<file path="src/rtl/fsm_ring_arbiter.sv">
// Token-ring arbiter: one shared resource, 15 requesters visited in ring order.
// A slot is granted when its requester is asking. The grant is released on done,
// when the request is withdrawn, or when the tenure limit is reached. After a
// release the ring always moves to the next slot.
module fsm_ring_arbiter #(
  parameter int unsigned HOLD_MAX = 16
) (
  input  logic        clock,
  input  logic        reset,
  input  logic        enable,
  input  logic [14:0] req,
  input  logic        done,
  output logic [14:0] grant,
  output logic [3:0]  owner,
  output logic        busy,
  output logic        timeout
);

  localparam int unsigned CW = (HOLD_MAX > 1) ? $clog2(HOLD_MAX) : 1;
  localparam logic [CW-1:0] CNT_LAST = CW'(HOLD_MAX - 1);

  typedef enum logic {SCAN, OWN} phase_t;

  phase_t        phase, phase_nx;
  logic [3:0]    slot, slot_nx, slot_inc;
  logic [CW-1:0] cnt, cnt_nx;
  logic [14:0]   grant_nx;
  logic          busy_nx, timeout_nx, req_cur;

  assign slot_inc = (slot == 4'd14) ? '0 : slot + 4'd1;
  assign req_cur  = req[slot];
  assign owner    = slot;

  // Next-state and registered-output values for the ring FSM
  always_comb begin
    phase_nx   = phase;
    slot_nx    = slot;
    cnt_nx     = cnt;
    grant_nx   = grant;
    timeout_nx = 1'b0;
    unique case (phase)
      SCAN: begin
        grant_nx = '0;
        cnt_nx   = '0;
        if (enable) begin
          if (req_cur) begin
            phase_nx = OWN;
            grant_nx = 15'd1 << slot;
          end else begin
            slot_nx = slot_inc;
          end
        end
      end
      OWN: begin
        cnt_nx = cnt + 1'b1;
        if (done || !req_cur || (cnt == CNT_LAST)) begin
          phase_nx   = SCAN;
          grant_nx   = '0;
          slot_nx    = slot_inc;
          cnt_nx     = '0;
          // done and abandon take priority; only a pure limit hit is a timeout
          timeout_nx = !done && req_cur;
        end
      end
      default: begin
        phase_nx = SCAN;
        grant_nx = '0;
        cnt_nx   = '0;
      end
    endcase
    busy_nx = (phase_nx == OWN);
  end

  // State and output registers with synchronous reset
  always_ff @(posedge clock) begin
    if (reset) begin
      phase   <= SCAN;
      slot    <= '0;
      cnt     <= '0;
      grant   <= '0;
      busy    <= 1'b0;
      timeout <= 1'b0;
    end else begin
      phase   <= phase_nx;
      slot    <= slot_nx;
      cnt     <= cnt_nx;
      grant   <= grant_nx;
      busy    <= busy_nx;
      timeout <= timeout_nx;
    end
  end

endmodule

</file>
<file path="config.mk">
export PLATFORM = sky130hd
export DESIGN_NAME = fsm_ring_arbiter
export DESIGN_NICKNAME = d
export VERILOG_FILES = /design/src/rtl/fsm_ring_arbiter.sv
export SDC_FILE = /design/constraint.sdc
export NUM_CORES = 1
export LEC_CHECK = 0
export CORE_UTILIZATION = 54
export CTS_BUF_LIST = sky130_fd_sc_hd__clkbuf_4
export DETAILED_ROUTE_END_ITERATION = 7
export DONT_BUFFER_PORTS = 1
export GPL_ROUTABILITY_DRIVEN = 0
export PLACE_DENSITY = 0.81
export SYNTH_ARGS = -nofsm -noshare
export SYNTH_HDL_FRONTEND = slang
export SYNTH_SLANG_ARGS = --single-unit
</file>
<file path="constraint.sdc">
create_clock -name clock -period 2.3 [get_ports clock]
set_input_delay 0.345 -clock clock [delete_from_list [all_inputs] [get_ports clock]]
set_output_delay 0.345 -clock clock [all_outputs]
set_load 0.03 [all_outputs]
</file>
==> results of run 1 <==
==> layout make-up <==
| cell class | count | area (um^2) | share of cell area [%] |
|---|---|---|---|
| Clock buffer | 3 | 22.5 | 1.75 |
| Clock inverter | 1 | 5.00 | 0.390 |
| Inverter | 8 | 30.0 | 2.34 |
| Multi-Input combinational cell | 75 | 632 | 49.2 |
| Sequential cell | 25 | 500 | 39.0 |
| Tap cell | 27 | 33.8 | 2.63 |
| Timing Repair Buffer | 8 | 60.1 | 4.68 |
==> sequential cells by signal (all words and copies together) (netlist names) <==
name,cells
cnt,4
grant,15
owner,4
phase,1
timeout,1
==> power by group through the flow <==
stage                     Sequential, mW  Clock, mW  Combinational, mW
after global routing               0.481      0.209              0.249
after global placement             0.484          0              0.213
after floorplan                    0.492          0              0.168
after CTS                          0.477      0.202              0.220
after detailed placement           0.486          0              0.219
final                              0.477      0.200              0.233
==> final timing paths <==
kind                 start  depth (start not counted)  slack, ps        to
setup reg to reg  owner[0]                          6        150  owner[2]
setup / recovery  owner[0]                          6        150  owner[2]
hold reg to reg     cnt[0]                          1        490    cnt[0]
hold / removal       reset                          1        100   timeout
==> synthesized netlist by cell type, drive strengths merged <==
cell,number
a211o,2
a21oi,2
a22o,1
a311o,1
a31oi,2
a32o,5
and2,1
and3,1
buf,4
clkbuf,1
dfxtp,25
ha,3
inv,8
mux2,2
mux2i,4
mux4,1
nand2,2
nand2b,3
nand3,7
nand4,1
nand4b,1
nor2,8
nor3,1
nor4,3
o21ai,4
o22a,2
o2bb2ai,8
o31ai,2
o41ai,1
or2,1
or3,3
or4,1
xnor2,1
xor2,1
==> worst register-to-register path, cell delays in order (launching register included) <==
cell,delay [ps]
dfxtp_1,450
mux4_2,550
o21ai_1,260
a21oi_4,100
o31ai_4,270
nand2_1,150
o41ai_2,300
==> cell usage in the layout, fill, tap and decap left out, drive strengths merged, types with 3 or more instances in the layout <==
| cell type | count |
|---|---|
| nand2b | 3 |
| inv | 8 |
| or3 | 3 |
| nand3 | 7 |
| dfxtp | 25 |
| clkbuf | 3 |
| a32o | 5 |
| o21ai | 4 |
| nor2 | 8 |
| ha | 3 |
| buf | 8 |
| nor4 | 3 |
| mux2i | 4 |
| o2bb2ai | 8 |
==> per-layer routing <==
| metal | up-vias | part of all wire (%) | track usage, % |
|---|---|---|---|
| li1 | 443 | - | - |
| met1 | 461 | 42 | 24.6 |
| met2 | 23 | 50 | 38.4 |
| met3 | 7 | 5.2 | 5.30 |
| met4 | 0 | 2.0 | 6.37 |
| met5 | - | 0 | 0 |
==> cells by family (layout without fill, tap and decap cells) <==
| family | count (synthesis) | after routing |
|---|---|---|
| fa+ha+maj | 3 | 3 |
| simple gates | 33 | 33 |
| buf+inv | 13 | 20 |
| flops | 25 | 25 |
| xor+xnor | 2 | 2 |
| mux | 7 | 7 |
| compound gates | 30 | 30 |
==> repair_timing <==
| item | 4_1_cts | 5_1_grt |
|---|---|---|
| hold endpoints to repair | 0 | 0 |
| setup buffers | 0 | 0 |
| endpoints found under the setup margin | 0 | 7 |
| hold buffers | 0 | 0 |
| gates resized for setup | 0 | 4 |
==> metrics by stage <==
| stage | area, um^2 | std cells | hold WS [ps] | utilization, % |
|---|---|---|---|---|
| 2_1_floorplan | 1180 | 113 | 417 | - |
| 3_3_place_gp | 1240 | 143 | 428 | 61.9 |
| 3_5_place_dp | 1240 | 143 | 441 | 61.9 |
| 4_1_cts | 1270 | 147 | 89.5 | 63.3 |
| 5_1_grt | 1280 | 147 | 95.6 | 64.1 |
| 6_report | 1280 | 147 | 97.5 | 64.1 |
==> impl_metrics.yaml, run 1 <==
layout:
  nets: 143
  drive_gt1_share_pct: 19.2
  n_antenna_cell: 0
  area_growth_pct: 8.57
  n_fill_cell: 171
yosys:
  avgSynthCellArea_um2: 10.5
  synth.cell_area_um2: 1180
  synth-simple-area-share_pct: 17.2
  ys_warn_count: 0
  synth_top_family_by_area: "compound AO/OA/AOI/OAI gates"
  synth_compound_area_share_pct: 23.0
  synth-xor-area-share_pct: 1.48
  synth_largest_type_area_fraction_pct: 42.3
  yosys.area.top_type: "dfxtp_1"
  yosys-mux-area-fraction_pct: 7.20
  yosys.cell_types.count: 40
  synth_seq_cells: 25
  seq_area_frac_synth_pct: 42.3
  ys_top_cells_by_area: "dfxtp_1, o2bb2ai_1, a32o_1"
  syn_nets: 135
  synth_adder_area_share_pct: 3.17
  postSynthCellCount: 113
clock_network:
  clkSinkCount: 25
  path_clk_slew_ps: 140
  htree_num_levels: 1
  cts_root_buf: "clkbuf_4"
  cts_buffers: 3
  clk_path_buf_depth: 2
  cts_tree: "yes"
  clk_latency_ps: 320
power:
  p_comb_share_pct: 25.6
  p_int_mw: 0.605
  switching_power_mw: 0.305
  power.density_nw_per_um2: 709
  finalPower_mw: 0.910
  ir_drop_mv: 0.461
  p_sw_share_pct: 33.6
  power_leakage_nw: 0.461
  pwr-share-seq_pct: 52.4
  clkPwrFrac_pct: 22.0
die:
  die_width_um: 48.8
  initial_core_util_pct: 59.1
  die_y_um: 48.8
  core_um2: 2000
  die_area_um2: 2380
  ios: 40
  rows: 16
timing:
  setup_slack_ps: 149
  slew_headroom_pct: 53.4
  fmaxAchievable_ghz: 0.465
  final.min_clock_period_ps: 2150
  drv_slew: 0
  fin_tns_setup_ps: 0
  fin_crit_sh_pct: 93.5
  grt_setup_unrepaired: "false"
  worst_pin_slew_ps: 694
  setup_viol: 0
  fin_worst_skew_ps: 9.69
  hold_viol: 0
setup_path:
  cp_slowest_cell: "mux4_2"
  path_class: "register to register"
  cp-end-kind: "register"
  cp_cell_sequence: "mux4_2 -> o21ai_1 -> a21oi_4 -> o31ai_4 -> nand2_1 -> o41ai_2"
  crit_required_ps: 2540
  critPathMaxStageDelay_ps: 550
  path_delay_family: "compound AO/OA/AOI/OAI gates"
  arrival_ps: 2390
  crit_fanout: 6
  start_kind: "register"
  critPathBufInv: 0
routing:
  wl_per_cell_um: 17.0
  via_per_inst: 6.35
  vias: 934
  drtIter0Drc: 18
  postRouteAntennaNets: 0
  drcViolationCount: 0
  dr.pass1.iters: 4
  routed_wl_mm: 2.50
placed_design:
  pre_cts_slack_ps: 142
  dp_hpwl_mm: 1.89
  io_buffers: 0
outcome:
  status: "finished clean"
global_routing:
  grt_max_degree: 15
  grt_pass1_vias: 881
  gr-total-overflow: 0
  track_usage_pct: 21.3
  antenna_found_initial: 0
  grt_pass1_wl_mm: 3.91
worst_hold_path:
  hold_class: "primary input to register"
flow_run:
  cap_viol_max_count: 0
(Power assumes the default switching activity.)
==> inputs of run 2 (changes only) <==
--- a/config.mk
+++ b/config.mk
@@ -10,6 +10,7 @@
 export DETAILED_ROUTE_END_ITERATION = 7
 export DONT_BUFFER_PORTS = 1
 export GPL_ROUTABILITY_DRIVEN = 0
+export GPL_TIMING_DRIVEN = 0
 export PLACE_DENSITY = 0.81
 export SYNTH_ARGS = -nofsm -noshare
 export SYNTH_HDL_FRONTEND = slang
==> run 2 against run 1 <==
Effect of this change:
- clock-buffer cell count unchanged
- non-clock buffer count up 3
- sequential share of layout area down 0.80 points
- hold slack better by 110 ps
- die area unchanged
- flip-flop and latch count unchanged
- via count up 1.2%
- largest power group unchanged
==> impl_metrics.yaml, run 2 (synthesis gave the netlist of run 1 again) <==
outcome:
  status: "finished clean"
global_routing:
  grt_pass1_vias: 864
  met3_usage_pct: 6.23
  grt_use_met2_pct: 37.7
  grt_max_degree: 15
  track_usage_pct: 22.1
  gr-total-overflow: 0
  gr-usage-met1_pct: 27.1
  antenna_found_initial: 0
  busiest_layer: "met2"
  grt_pass1_wl_mm: 4.10
die:
  rows: 16
  die_area_um2: 2380
  ios: 40
  die_width_um: 48.8
  core_um2: 2000
  initial_core_util_pct: 59.1
  die_y_um: 48.8
layout:
  layout_common_cells: "dfxtp_1, inv_1, o2bb2ai_1"
  n_fill_cell: 162
  area_growth_pct: 13.3
  largest-register: "grant"
  drive_gt1_share_pct: 24.4
  n_antenna_cell: 0
  stdcell_area_um2: 1340
  nets: 146
  mostFrequentLayoutCell: "dfxtp_1"
  largest_reg_flops: 15
timing:
  drv_slew: 0
  fin_tns_setup_ps: 0
  final.min_clock_period_ps: 2240
  fmaxAchievable_ghz: 0.447
  worst_pin_slew_ps: 693
  fin_worst_skew_ps: 5.65
  setup_viol: 0
  slew_headroom_pct: 53.4
  hold_viol: 0
  fin_crit_sh_pct: 97.3
  whs_ps: 205
worst_hold_path:
  hold_class: "primary input to register"
routing:
  via_per_inst: 6.30
  dr.pass1.iters: 4
  drtIter0Drc: 8
  postRouteAntennaNets: 0
  vias: 945
  drcViolationCount: 0
  routed_wl_mm: 2.57
  wl_per_cell_um: 17.2
setup_path:
  start_kind: "register"
  crit_required_ps: 2520
  cp_cell_sequence: "buf_4 -> mux2_2 -> nand3_1 -> a31oi_4 -> buf_12 -> o31ai_4 -> nand2_1 -> o41ai_2"
  cp-end-kind: "register"
  crit_fanout: 10
  path_class: "register to register"
  cp_slowest_cell: "dfxtp_4"
  arrival_ps: 2460
  critPathMaxStageDelay_ps: 420
placed_design:
  io_buffers: 0
  dpl-instance-area_um2: 1220
  dp_hpwl_mm: 1.80
clock_network:
  clk_latency_ps: 320
  cts_root_buf: "clkbuf_4"
  cts_tree: "yes"
  clk_path_buf_depth: 2
  htree_num_levels: 1
  cts_hold_buf: 0
  cts_buffers: 3
  clkSinkCount: 25
  path_clk_slew_ps: 140
power:
  power_leakage_nw: 0.483
  ir_drop_mv: 0.391
  power.density_nw_per_um2: 703
flow_run:
  cap_viol_max_count: 0
run 2: cell type report:
type	count	area [um^2]	share of cell area (%)
Buffer	5	41.3	3.08
Sequential cell	25	512	38.2
Multi-Input combinational cell	75	638	47.6
Clock buffer	3	22.5	1.68
Timing Repair Buffer	6	57.6	4.30
Clock inverter	1	5.00	0.373
Inverter	8	30.0	2.24
Tap cell	27	33.8	2.52
run 2: final timing paths:
path             from        to  slack [ps]  cells past startpoint
min              done   timeout         200                      2
min reg2reg    cnt[0]    cnt[0]         460                      1
max          owner[1]  owner[2]          60                      8
max reg2reg  owner[1]  owner[2]          60                      8
run 2: report_power, final:
part | switching (mW) | internal [mW]
Combinational | 0.141 | 0.119
Clock | 0.130 | 0.0651
Sequential | 0.0389 | 0.449
Total | 0.309 | 0.633
run 2: what timing repair did:
item                       4_1_cts  5_1_grt
setup endpoints to repair       24       22
gates resized for setup          7        9
pin swaps                        2        6
setup buffers                    2        4
run 2: worst max-delay path, delay by kind of cell (launching register included):
family                 cells  cell delay [ps]
flip-flops                 1              420
AND/OR/NAND/NOR            2              280
AO/OA/AOI/OAI              3              730
buffers and inverters      2              360
multiplexers               1              340
run 2: metrics by stage:
| stage | worst slack (ps) | power, mW | instances | util [%] |
|---|---|---|---|---|
| finish | 62.1 | 0.943 | 150 | 66.9 |
| global route | -52.7 | 0.989 | 150 | 66.9 |
| CTS | 8.93 | 0.901 | 146 | 64.1 |
| detailed placement | -201 | 0.698 | 140 | 60.8 |
| global placement | -99.5 | 0.690 | 140 | 60.8 |
| floorplan | 79.7 | 0.661 | 113 | - |
run 2: layer usage:
layer | up-vias | part of all wire (%) | wire length (um)
li1 | 447 | - | -
met1 | 459 | 42 | 1080
met2 | 33 | 52 | 1340
met3 | 6 | 5.2 | 133
met4 | 0 | 1.0 | 27
met5 | - | 0 | 0
